===== src/rtl/rwt_unpack_arbiter_if.sv =====
// Bundle of the arbiter's source-side and unpacker-side AXIS signals.
// The slave modport is the arbiter's view. The master modport is the view of the
// environment that drives the sources and the unpacker ready.
interface rwt_unpack_arbiter_if #(
    parameter int NUM_SRC = 2,
    parameter int DWIDTH  = 64,
    parameter int EWIDTH  = 4
);
    localparam int SW = (NUM_SRC > 1) ? $clog2(NUM_SRC) : 1;

    logic [NUM_SRC*DWIDTH-1:0] s_axi_data;
    logic [NUM_SRC-1:0]        s_axi_valid;
    logic [NUM_SRC-1:0]        s_axi_ready;
    logic [NUM_SRC-1:0]        s_axi_last;
    logic [NUM_SRC*EWIDTH-1:0] s_axi_enables;

    logic [DWIDTH-1:0]         m_axi_data;
    logic                      m_axi_valid;
    logic                      m_axi_ready;
    logic                      m_axi_last;
    logic [EWIDTH-1:0]         m_axi_enables;
    logic [SW-1:0]             m_axi_src;
    logic [15:0]               drop_count;

    modport master (
        output s_axi_data, s_axi_valid, s_axi_last, s_axi_enables, m_axi_ready,
        input  s_axi_ready, m_axi_data, m_axi_valid, m_axi_last, m_axi_enables,
               m_axi_src, drop_count
    );

    modport slave (
        input  s_axi_data, s_axi_valid, s_axi_last, s_axi_enables, m_axi_ready,
        output s_axi_ready, m_axi_data, m_axi_valid, m_axi_last, m_axi_enables,
               m_axi_src, drop_count
    );
endinterface


===== src/rtl/rwt_unpack_arbiter.sv =====
// Packet-level round-robin arbiter in front of a single rwt_sample_unpack.
// A source is granted for a whole packet. Its enable mask is latched at grant
// and held on m_axi_enables until the next grant. Packets with an all-zero mask
// are swallowed, because the unpacker cannot process them, and are counted in a
// saturating drop counter.
module rwt_unpack_arbiter #(
    parameter int NUM_SRC = 2,
    parameter int DWIDTH  = 64,
    parameter int EWIDTH  = 4
) (
    input  logic clk,
    input  logic reset,
    rwt_unpack_arbiter_if.slave bus
);
    localparam int SW = (NUM_SRC > 1) ? $clog2(NUM_SRC) : 1;

    typedef enum logic [1:0] {IDLE, PASS, DROP} state_t;

    state_t             state_reg, state_next;
    logic [SW-1:0]      grant_reg, grant_next;
    logic [SW-1:0]      rr_reg, rr_next;
    logic [EWIDTH-1:0]  mask_reg, mask_next;
    logic [15:0]        drop_count_reg, drop_count_next;

    logic [DWIDTH-1:0]  data_arr    [NUM_SRC];
    logic [EWIDTH-1:0]  enables_arr [NUM_SRC];

    logic               found;
    logic [SW-1:0]      pick;
    logic [SW-1:0]      rr_after;
    logic [NUM_SRC-1:0] s_ready;
    logic               m_valid;
    logic               m_last;

    // Split the flat source buses into per-source lanes.
    for (genvar gi = 0; gi < NUM_SRC; gi++) begin : g_lane
        assign data_arr[gi]    = bus.s_axi_data[gi*DWIDTH +: DWIDTH];
        assign enables_arr[gi] = bus.s_axi_enables[gi*EWIDTH +: EWIDTH];
    end

    // Round-robin search: the first valid source at or after the rr pointer, with wrap.
    always_comb begin
        int idx;
        logic [SW-1:0] cand;
        found = 1'b0;
        pick  = '0;
        idx   = 0;
        cand  = '0;
        for (int k = 0; k < NUM_SRC; k++) begin
            idx = int'(rr_reg) + k;
            if (idx >= NUM_SRC) begin
                idx = idx - NUM_SRC;
            end
            cand = SW'(idx);
            if (!found && bus.s_axi_valid[cand]) begin
                found = 1'b1;
                pick  = cand;
            end
        end
    end

    // The source after the granted one becomes the highest-priority source for the next search.
    assign rr_after = (grant_reg == SW'(NUM_SRC - 1)) ? '0 : grant_reg + SW'(1);

    // Next-state logic and the combinational routing of handshakes.
    always_comb begin
        state_next      = state_reg;
        grant_next      = grant_reg;
        mask_next       = mask_reg;
        rr_next         = rr_reg;
        drop_count_next = drop_count_reg;
        s_ready         = '0;
        m_valid         = 1'b0;
        m_last          = 1'b0;
        case (state_reg)
            IDLE: begin
                // Grant cycle: nothing transfers; the winner and its mask are registered.
                if (found) begin
                    grant_next = pick;
                    mask_next  = enables_arr[pick];
                    state_next = (enables_arr[pick] != '0) ? PASS : DROP;
                end
            end
            PASS: begin
                m_valid            = bus.s_axi_valid[grant_reg];
                m_last             = bus.s_axi_last[grant_reg];
                s_ready[grant_reg] = bus.m_axi_ready;
                if (bus.s_axi_valid[grant_reg] && bus.m_axi_ready && bus.s_axi_last[grant_reg]) begin
                    rr_next    = rr_after;
                    state_next = IDLE;
                end
            end
            DROP: begin
                // Swallow the packet without presenting anything to the unpacker.
                s_ready[grant_reg] = 1'b1;
                if (bus.s_axi_valid[grant_reg] && bus.s_axi_last[grant_reg]) begin
                    if (drop_count_reg != 16'hFFFF) begin
                        drop_count_next = drop_count_reg + 16'd1;
                    end
                    rr_next    = rr_after;
                    state_next = IDLE;
                end
            end
            default: begin
                state_next = IDLE;
            end
        endcase
    end

    // State and latched-grant registers with synchronous reset.
    always_ff @(posedge clk) begin
        if (reset) begin
            state_reg      <= IDLE;
            grant_reg      <= '0;
            rr_reg         <= '0;
            mask_reg       <= '0;
            drop_count_reg <= '0;
        end else begin
            state_reg      <= state_next;
            grant_reg      <= grant_next;
            rr_reg         <= rr_next;
            mask_reg       <= mask_next;
            drop_count_reg <= drop_count_next;
        end
    end

    assign bus.s_axi_ready   = s_ready;
    assign bus.m_axi_valid   = m_valid;
    assign bus.m_axi_last    = m_last;
    assign bus.m_axi_data    = data_arr[grant_reg];
    assign bus.m_axi_enables = mask_reg;
    assign bus.m_axi_src     = grant_reg;
    assign bus.drop_count    = drop_count_reg;
endmodule


===== src/flat_wrapper.sv =====
// flat-port wrapper written by rule: the top's interface ports become plain ports
module rwt_unpack_arbiter_flat 
#(
    parameter int NUM_SRC = 2,
    parameter int DWIDTH  = 64,
    parameter int EWIDTH  = 4
)
  (clk, reset, bus_s_axi_data, bus_s_axi_valid, bus_s_axi_last, bus_s_axi_enables, bus_m_axi_ready, bus_s_axi_ready, bus_m_axi_data, bus_m_axi_valid, bus_m_axi_last, bus_m_axi_enables, bus_m_axi_src, bus_drop_count);
  rwt_unpack_arbiter_if #(.NUM_SRC(NUM_SRC), .DWIDTH(DWIDTH), .EWIDTH(EWIDTH)) bus_i ();
  input  logic clk;
  input  logic reset;
  input wire logic [$bits(bus_i.s_axi_data)-1:0] bus_s_axi_data;
  input wire logic [$bits(bus_i.s_axi_valid)-1:0] bus_s_axi_valid;
  input wire logic [$bits(bus_i.s_axi_last)-1:0] bus_s_axi_last;
  input wire logic [$bits(bus_i.s_axi_enables)-1:0] bus_s_axi_enables;
  input wire logic [$bits(bus_i.m_axi_ready)-1:0] bus_m_axi_ready;
  output wire logic [$bits(bus_i.s_axi_ready)-1:0] bus_s_axi_ready;
  output wire logic [$bits(bus_i.m_axi_data)-1:0] bus_m_axi_data;
  output wire logic [$bits(bus_i.m_axi_valid)-1:0] bus_m_axi_valid;
  output wire logic [$bits(bus_i.m_axi_last)-1:0] bus_m_axi_last;
  output wire logic [$bits(bus_i.m_axi_enables)-1:0] bus_m_axi_enables;
  output wire logic [$bits(bus_i.m_axi_src)-1:0] bus_m_axi_src;
  output wire logic [$bits(bus_i.drop_count)-1:0] bus_drop_count;
  assign bus_i.s_axi_data = bus_s_axi_data;
  assign bus_i.s_axi_valid = bus_s_axi_valid;
  assign bus_i.s_axi_last = bus_s_axi_last;
  assign bus_i.s_axi_enables = bus_s_axi_enables;
  assign bus_i.m_axi_ready = bus_m_axi_ready;
  assign bus_s_axi_ready = bus_i.s_axi_ready;
  assign bus_m_axi_data = bus_i.m_axi_data;
  assign bus_m_axi_valid = bus_i.m_axi_valid;
  assign bus_m_axi_last = bus_i.m_axi_last;
  assign bus_m_axi_enables = bus_i.m_axi_enables;
  assign bus_m_axi_src = bus_i.m_axi_src;
  assign bus_drop_count = bus_i.drop_count;
  rwt_unpack_arbiter #(.NUM_SRC(NUM_SRC), .DWIDTH(DWIDTH), .EWIDTH(EWIDTH)) u_core (.clk(clk), .reset(reset), .bus(bus_i));
endmodule

===== config.mk =====
export PLATFORM = sky130hd
export DESIGN_NAME = rwt_unpack_arbiter_flat
export DESIGN_NICKNAME = d
export VERILOG_FILES = /design/src/rtl/rwt_unpack_arbiter_if.sv /design/src/rtl/rwt_unpack_arbiter.sv /design/src/flat_wrapper.sv
export SDC_FILE = /design/constraint.sdc
export NUM_CORES = 1
export LEC_CHECK = 0
export CORE_ASPECT_RATIO = 0.8
export CORE_MARGIN = 8
export CORE_UTILIZATION = 29
export CTS_BUF_LIST = sky130_fd_sc_hd__clkbuf_16
export DETAILED_ROUTE_END_ITERATION = 12
export PLACE_DENSITY = 0.9
export SLEW_MARGIN = 20
export SYNTH_ARGS = -nofsm -noshare
export SYNTH_HDL_FRONTEND = slang
export SYNTH_SLANG_ARGS = --single-unit

===== constraint.sdc =====
create_clock -name clk -period 2.8 [get_ports clk]
set_clock_uncertainty 0.15 [all_clocks]
set_input_delay 0.7 -clock clk [delete_from_list [all_inputs] [get_ports clk]]
set_output_delay 0.7 -clock clk [all_outputs]
set_load 0.1 [all_outputs]

======== Word level (Yosys, flattened, before mapping) ========
Index checks and enable logic that the tools add are counted.
word-level totals
  register bits after elaboration ......... 24
  input bits .............................. 143
  word-level logic and storage cells ...... 74
operators by class
  add/subtract/negate cells ............... 5
  $lt $le $gt $ge ......................... 8
  equal/unequal tests ..................... 6
  multiplexer cells ....................... 34
  bitwise logic cells ..................... 3
  reduce and logical (&&, ||, !) cells .... 13
operators by type and width
  cell                                                         count
  2-to-1 mux 64 bit                                            3
  2-to-1 mux 1 bit                                             20
  adder 16 x 1 -> 16 bit (second input constant)               1
  inequality test 16 bit (second input constant)               1
  2-to-1 mux 4 bit                                             3
  AND reduction 3 bit                                          3
  2-to-1 mux 2 bit                                             4
  >= comparator 2 bit (second input constant)                  3
  less-than comparator 1 x 2 -> 1 bit (second input constant)  3
  inequality test 2 x 1 -> 1 bit (second input constant)       3
  one-hot mux 2 bit (3 select lines)                           1
  logical AND 1 bit                                            5
  inverter 1 -> 2 bit                                          2
  one-hot mux 2 bit (2 select lines)                           1
  nonzero test 4 bit                                           1
  adder 1 x 1 -> 2 bit (second input constant)                 1
  bitwise AND 2 bit                                            1
  equality test 2 x 1 -> 1 bit (second input constant)         1
  equality test 2 bit (second input constant)                  1
  >= comparator 1 x 2 -> 1 bit (second input constant)         1
  logical NOT 2 bit                                            1
  one-hot mux 1 bit (2 select lines)                           1
  AND reduction 2 bit                                          1
  nonzero test 2 bit                                           1
  other kinds (5)                                              6

======== Logic depth before layout (Yosys ltp) ========
  depth in word-level cells ............... 16
  mapped depth ............................ 7
  mapped depth without buffers ............ 6

======== Least setup slack after synthesis ========
No wires, ideal clock.
  kind .................................... reg-to-output
  start ................................... register u_core.grant_reg (netlist: u_core.bus.m_axi_src)
  end ..................................... output bus_m_axi_valid
  data arrival time ....................... 2.960 ns
  data required time ...................... 1.950 ns
  setup slack ............................. -1.010 ns
  cell stages (with the launch flop) ...... 5
  path buffers ............................ 2
  cells stage by stage .................... dfxtp_1 -> buf_6 -> clkbuf_1 -> mux2i_1 -> nor2b_1
between the ends
  cells in the longest elaborated chain, start to end .. 3
RTL lines
  item                                                 RTL line                   RTL
  from (decl)                                          rwt_unpack_arbiter.sv:20   logic [SW-1:0] grant_reg, grant_next;
  from (signal assigned)                               rwt_unpack_arbiter.sv:120  grant_reg <= grant_next;
  2-to-1 mux 1 bit (implied by the code) (2 in a row)  rwt_unpack_arbiter.sv:85   m_valid = bus.s_axi_valid[grant_reg];
  2-to-1 mux 1 bit                                     rwt_unpack_arbiter.sv:75   case (state_reg)
  to (decl)                                            flat_wrapper.sv:19         output wire logic [$bits(bus_i.m_axi_valid)-1:0] bus_m_axi_valid;
No other way between the ends. The select of a mux whose other input is x is not followed.

======== Final worst setup path ========
  start ................................... input bus_m_axi_ready
  end ..................................... output bus_s_axi_ready[0]
between the ends
  cells in the longest elaborated chain, start to end .. 2
RTL lines
  item                                RTL line                  RTL
  from (decl)                         flat_wrapper.sv:16        input wire logic [$bits(bus_i.m_axi_ready)-1:0] bus_m_axi_ready;
  bitwise AND 2 bit (no source line)  --
  one-hot mux 2 bit (2 select lines)  rwt_unpack_arbiter.sv:75
  to (decl)                           flat_wrapper.sv:17        output wire logic [$bits(bus_i.s_axi_ready)-1:0] bus_s_axi_ready;
No other way between the ends.

==> flow_metrics.py <==
metrics = {
    "logic_synthesis": {
        "synth_fp_nets": 392,
        "syn_area_um2": 2230,
        "netlist_top_cells_area": "mux2_2, dfxtp_1, nor2_1, mux2i_1, nor2b_1",
        "synthAdderAreaFrac": 0.0224,
        "synth_mux_area_frac": 0.385,
        "synthArstFlopShare": 0,
        "yosys.area_share.simple": 0.190,
        "yosysUniqueCellTypes": 42,
        "synthFlopType": "dfxtp_1",
        "synth_top_family_by_area": "multiplexers",
        "yosysTopAreaCell": "mux2_2",
        "synth_compound_area_frac": 0.137,
        "ys_warn_count": 0,
        "yosysTopAreaCellShare": 0.358,
        "synth-edff-count": 0,
        "synthCells": 245,
        "avgSynthCellArea_um2": 9.11,
        "synth-seq-cells": 24,
        "synth-xor-area-share": 0,
        "ys_seq_area_frac": 0.215,
    },
    "die": {
        "die_area_um2": 10800,
        "die_w_um": 114,
        "ios": 232,
        "die_y_um": 94.5,
        "core_um2": 7430,
        "core.rowCount": 28,
        "initial_utilization": 0.301,
    },
    "clock_tree": {
        "clk_path_buf_depth": 2,
        "cts_sinks": 24,
        "numCtsBuffers": 3,
        "htree_levels": 1,
        "clock-root-buffer": "clkbuf_16",
        "cts_hold_buffers": 0,
        "path_clk_slew_ns": 0.06,
        "cts_tree": "yes",
        "clock_latency_ns": 0.26,
    },
    "worst_setup_path": {
        "end_kind": "primary output",
        "critPathKind": "in2out",
        "cp_max_fo": 3,
        "worstPathArrival_ns": 1.77,
        "crit_end": "bus_s_axi_ready[0]",
        "start_kind": "input port",
        "startpoint": "bus_m_axi_ready",
        "r2r-end": "u_core.bus.drop_count[13]$_SDFFE_PP0P_",
        "r2r_setup_slack_ns": 0.45,
        "ff2ff_path_depth": 6,
        "cp.required_ns": 1.95,
        "rr_startpoint": "u_core.bus.m_axi_src$_SDFFE_PP0P_",
    },
    "final_layout": {
        "layout_common_cells": "clkdlybuf4s50_1, mux2_2, buf_12",
        "finalNetCount": 620,
        "syn_to_final_growth_pct": 145,
        "final_common_cell": "clkdlybuf4s50_1",
        "largest_register_ff_count": 16,
        "diodes": 0,
        "final_util": 0.735,
        "drive_above_1_share": 0.383,
        "fillers": 542,
    },
    "sta": {
        "period_share": 0.936,
        "max_freq_ghz": 0.381,
        "setup_viol": 0,
        "slew_viol_final": 0,
        "fin_setup_tns_ns": 0,
        "fin_crit_ns": 2.62,
        "rsz0062_at_grt": "false",
        "slew-limit-headroom": 0.413,
        "hold_violations": 0,
        "tightest_slew_ns": 0.872,
    },
    "grt": {
        "grt_pass1_vias": 3278,
        "grt_usage": 0.231,
        "antenna_found_initial": 0,
        "grt_max_degree": 74,
        "grt_pass1_wl_mm": 19.3,
        "overflow": 0,
    },
    "worst_hold_path": {
        "hp-class": "reg2reg",
        "hold_start": "u_core.state_reg[1]$_SDFFE_PP0P_",
    },
    "routing": {
        "drt-vias-per-instance": 5.08,
        "wirelength_mm": 12.9,
        "drt-initial-drc-count": 140,
        "num_vias": 2932,
        "dr.pass1.iters": 5,
        "drc": 0,
        "ant_nets": 0,
        "post_drt_wl_per_cell_um": 22.4,
    },
    "power": {
        "netSwitchingFraction": 0.501,
        "worst_ir_drop_vdd_v": 0.000313,
        "p_comb_frac": 0.737,
        "p_clk_frac": 0.133,
        "switchingPower_mw": 1.54,
        "seqPwrFrac": 0.130,
        "p_per_area_nw_per_um2": 564,
        "leakage_nw": 2.15,
        "p_int_mw": 1.54,
    },
    "job": {
        "cap_violations": 0,
    },
    "placed_design": {
        "place_hpwl_mm": 11.0,
        "gp_congestion": 0.870,
        "portBuffers": 231,
    },
    "run_status": {
        "status": "finished clean",
    },
}
-- power by group through the flow --
stage | combinational, mW | sequential [mW] | clock, mW
floorplan | 1.26 | 0.511 | 0
global placement | 2.19 | 0.437 | 0
detailed placement | 2.21 | 0.440 | 0
CTS | 2.22 | 0.432 | 0.410
global route | 2.34 | 0.404 | 0.428
finish | 2.27 | 0.402 | 0.410
-- metrics by stage --
stage	cell area, um2	hold slack (ns)	power, mW	setup WS (ns)	instances
floorplan	2260	0.301	1.77	0.0872	245
global placement	5310	0.318	2.63	0.163	571
detailed placement	5310	0.334	2.66	0.111	571
CTS	5410	0.346	3.06	0.0404	575
global route	5460	0.369	3.17	0.115	577
finish	5460	0.349	3.08	0.178	577
-- area by class of cell --
class	instances	area [um2]	share of cell area
inverter	8	30.0	0.00550
multi-input combinational	197	1670	0.305
timing repair buffer	239	3050	0.558
clock inverter	1	30.0	0.00550
tap	105	131	0.0241
sequential	24	484	0.0887
clock buffer	3	75.1	0.0137
-- synth_stat cells (2+ instances only) --
library cell	instances
a21oi_1	11
a311oi_1	4
a211oi_1	2
o31ai_1	5
ha_1	4
clkbuf_1	10
nor4_1	2
dfxtp_1	24
inv_1	8
buf_6	2
mux2_2	71
and3_1	2
nand3_1	9
nor2_1	21
o21ai_0	3
and2_1	2
nor2b_1	9
mux2i_1	6
o21a_1	2
or4_1	7
nor3_1	2
nand2_1	13
buf_2	2
o41ai_1	2
o2111ai_4	2
and4_1	3
nand4_1	2
-- worst max-delay path, stage by stage --
cell and delay [ns]:
clkdlybuf4s50_1 0.50, a21o_1 0.12, nand2_1 0.11, nor2_2 0.15, buf_12 0.19
-- worst min-delay path by stage --
| stage | endpoint | slack (ns) | depth (start not counted) |
|---|---|---|---|
| after floorplan | u_core.rr_reg$_SDFFE_PP0P_ | 0.30 | 2 |
| after global placement | u_core.rr_reg$_SDFFE_PP0P_ | 0.32 | 2 |
| after detailed placement | u_core.state_reg[1]$_SDFFE_PP0P_ | 0.33 | 2 |
| after CTS | u_core.state_reg[1]$_SDFFE_PP0P_ | 0.35 | 2 |
| after global routing | u_core.state_reg[1]$_SDFFE_PP0P_ | 0.37 | 2 |
| final | u_core.state_reg[1]$_SDFFE_PP0P_ | 0.35 | 2 |
-- metal layers --
layer	wire length, um	vias to the layer above	track usage
li1	-	1364	-
met1	4240	1393	0.214
met2	7140	157	0.460
met3	1230	18	0.0925
met4	310	0	0.0652
met5	0	-	0
-- kinds of logic after synthesis --
group / Yosys count
AO/OA/AOI/OAI: 38
adder cells (fa/ha/maj): 4
buffers and inverters: 24
multiplexers: 77
flip-flops: 24
AND/OR/NAND/NOR: 78
-- repair_timing --
action | in CTS | in global routing
endpoints found under the setup margin | 0 | 62
setup buffers | 0 | 2
gates resized for setup | 0 | 0
Note: power is estimated with default switching activity, not from simulation.
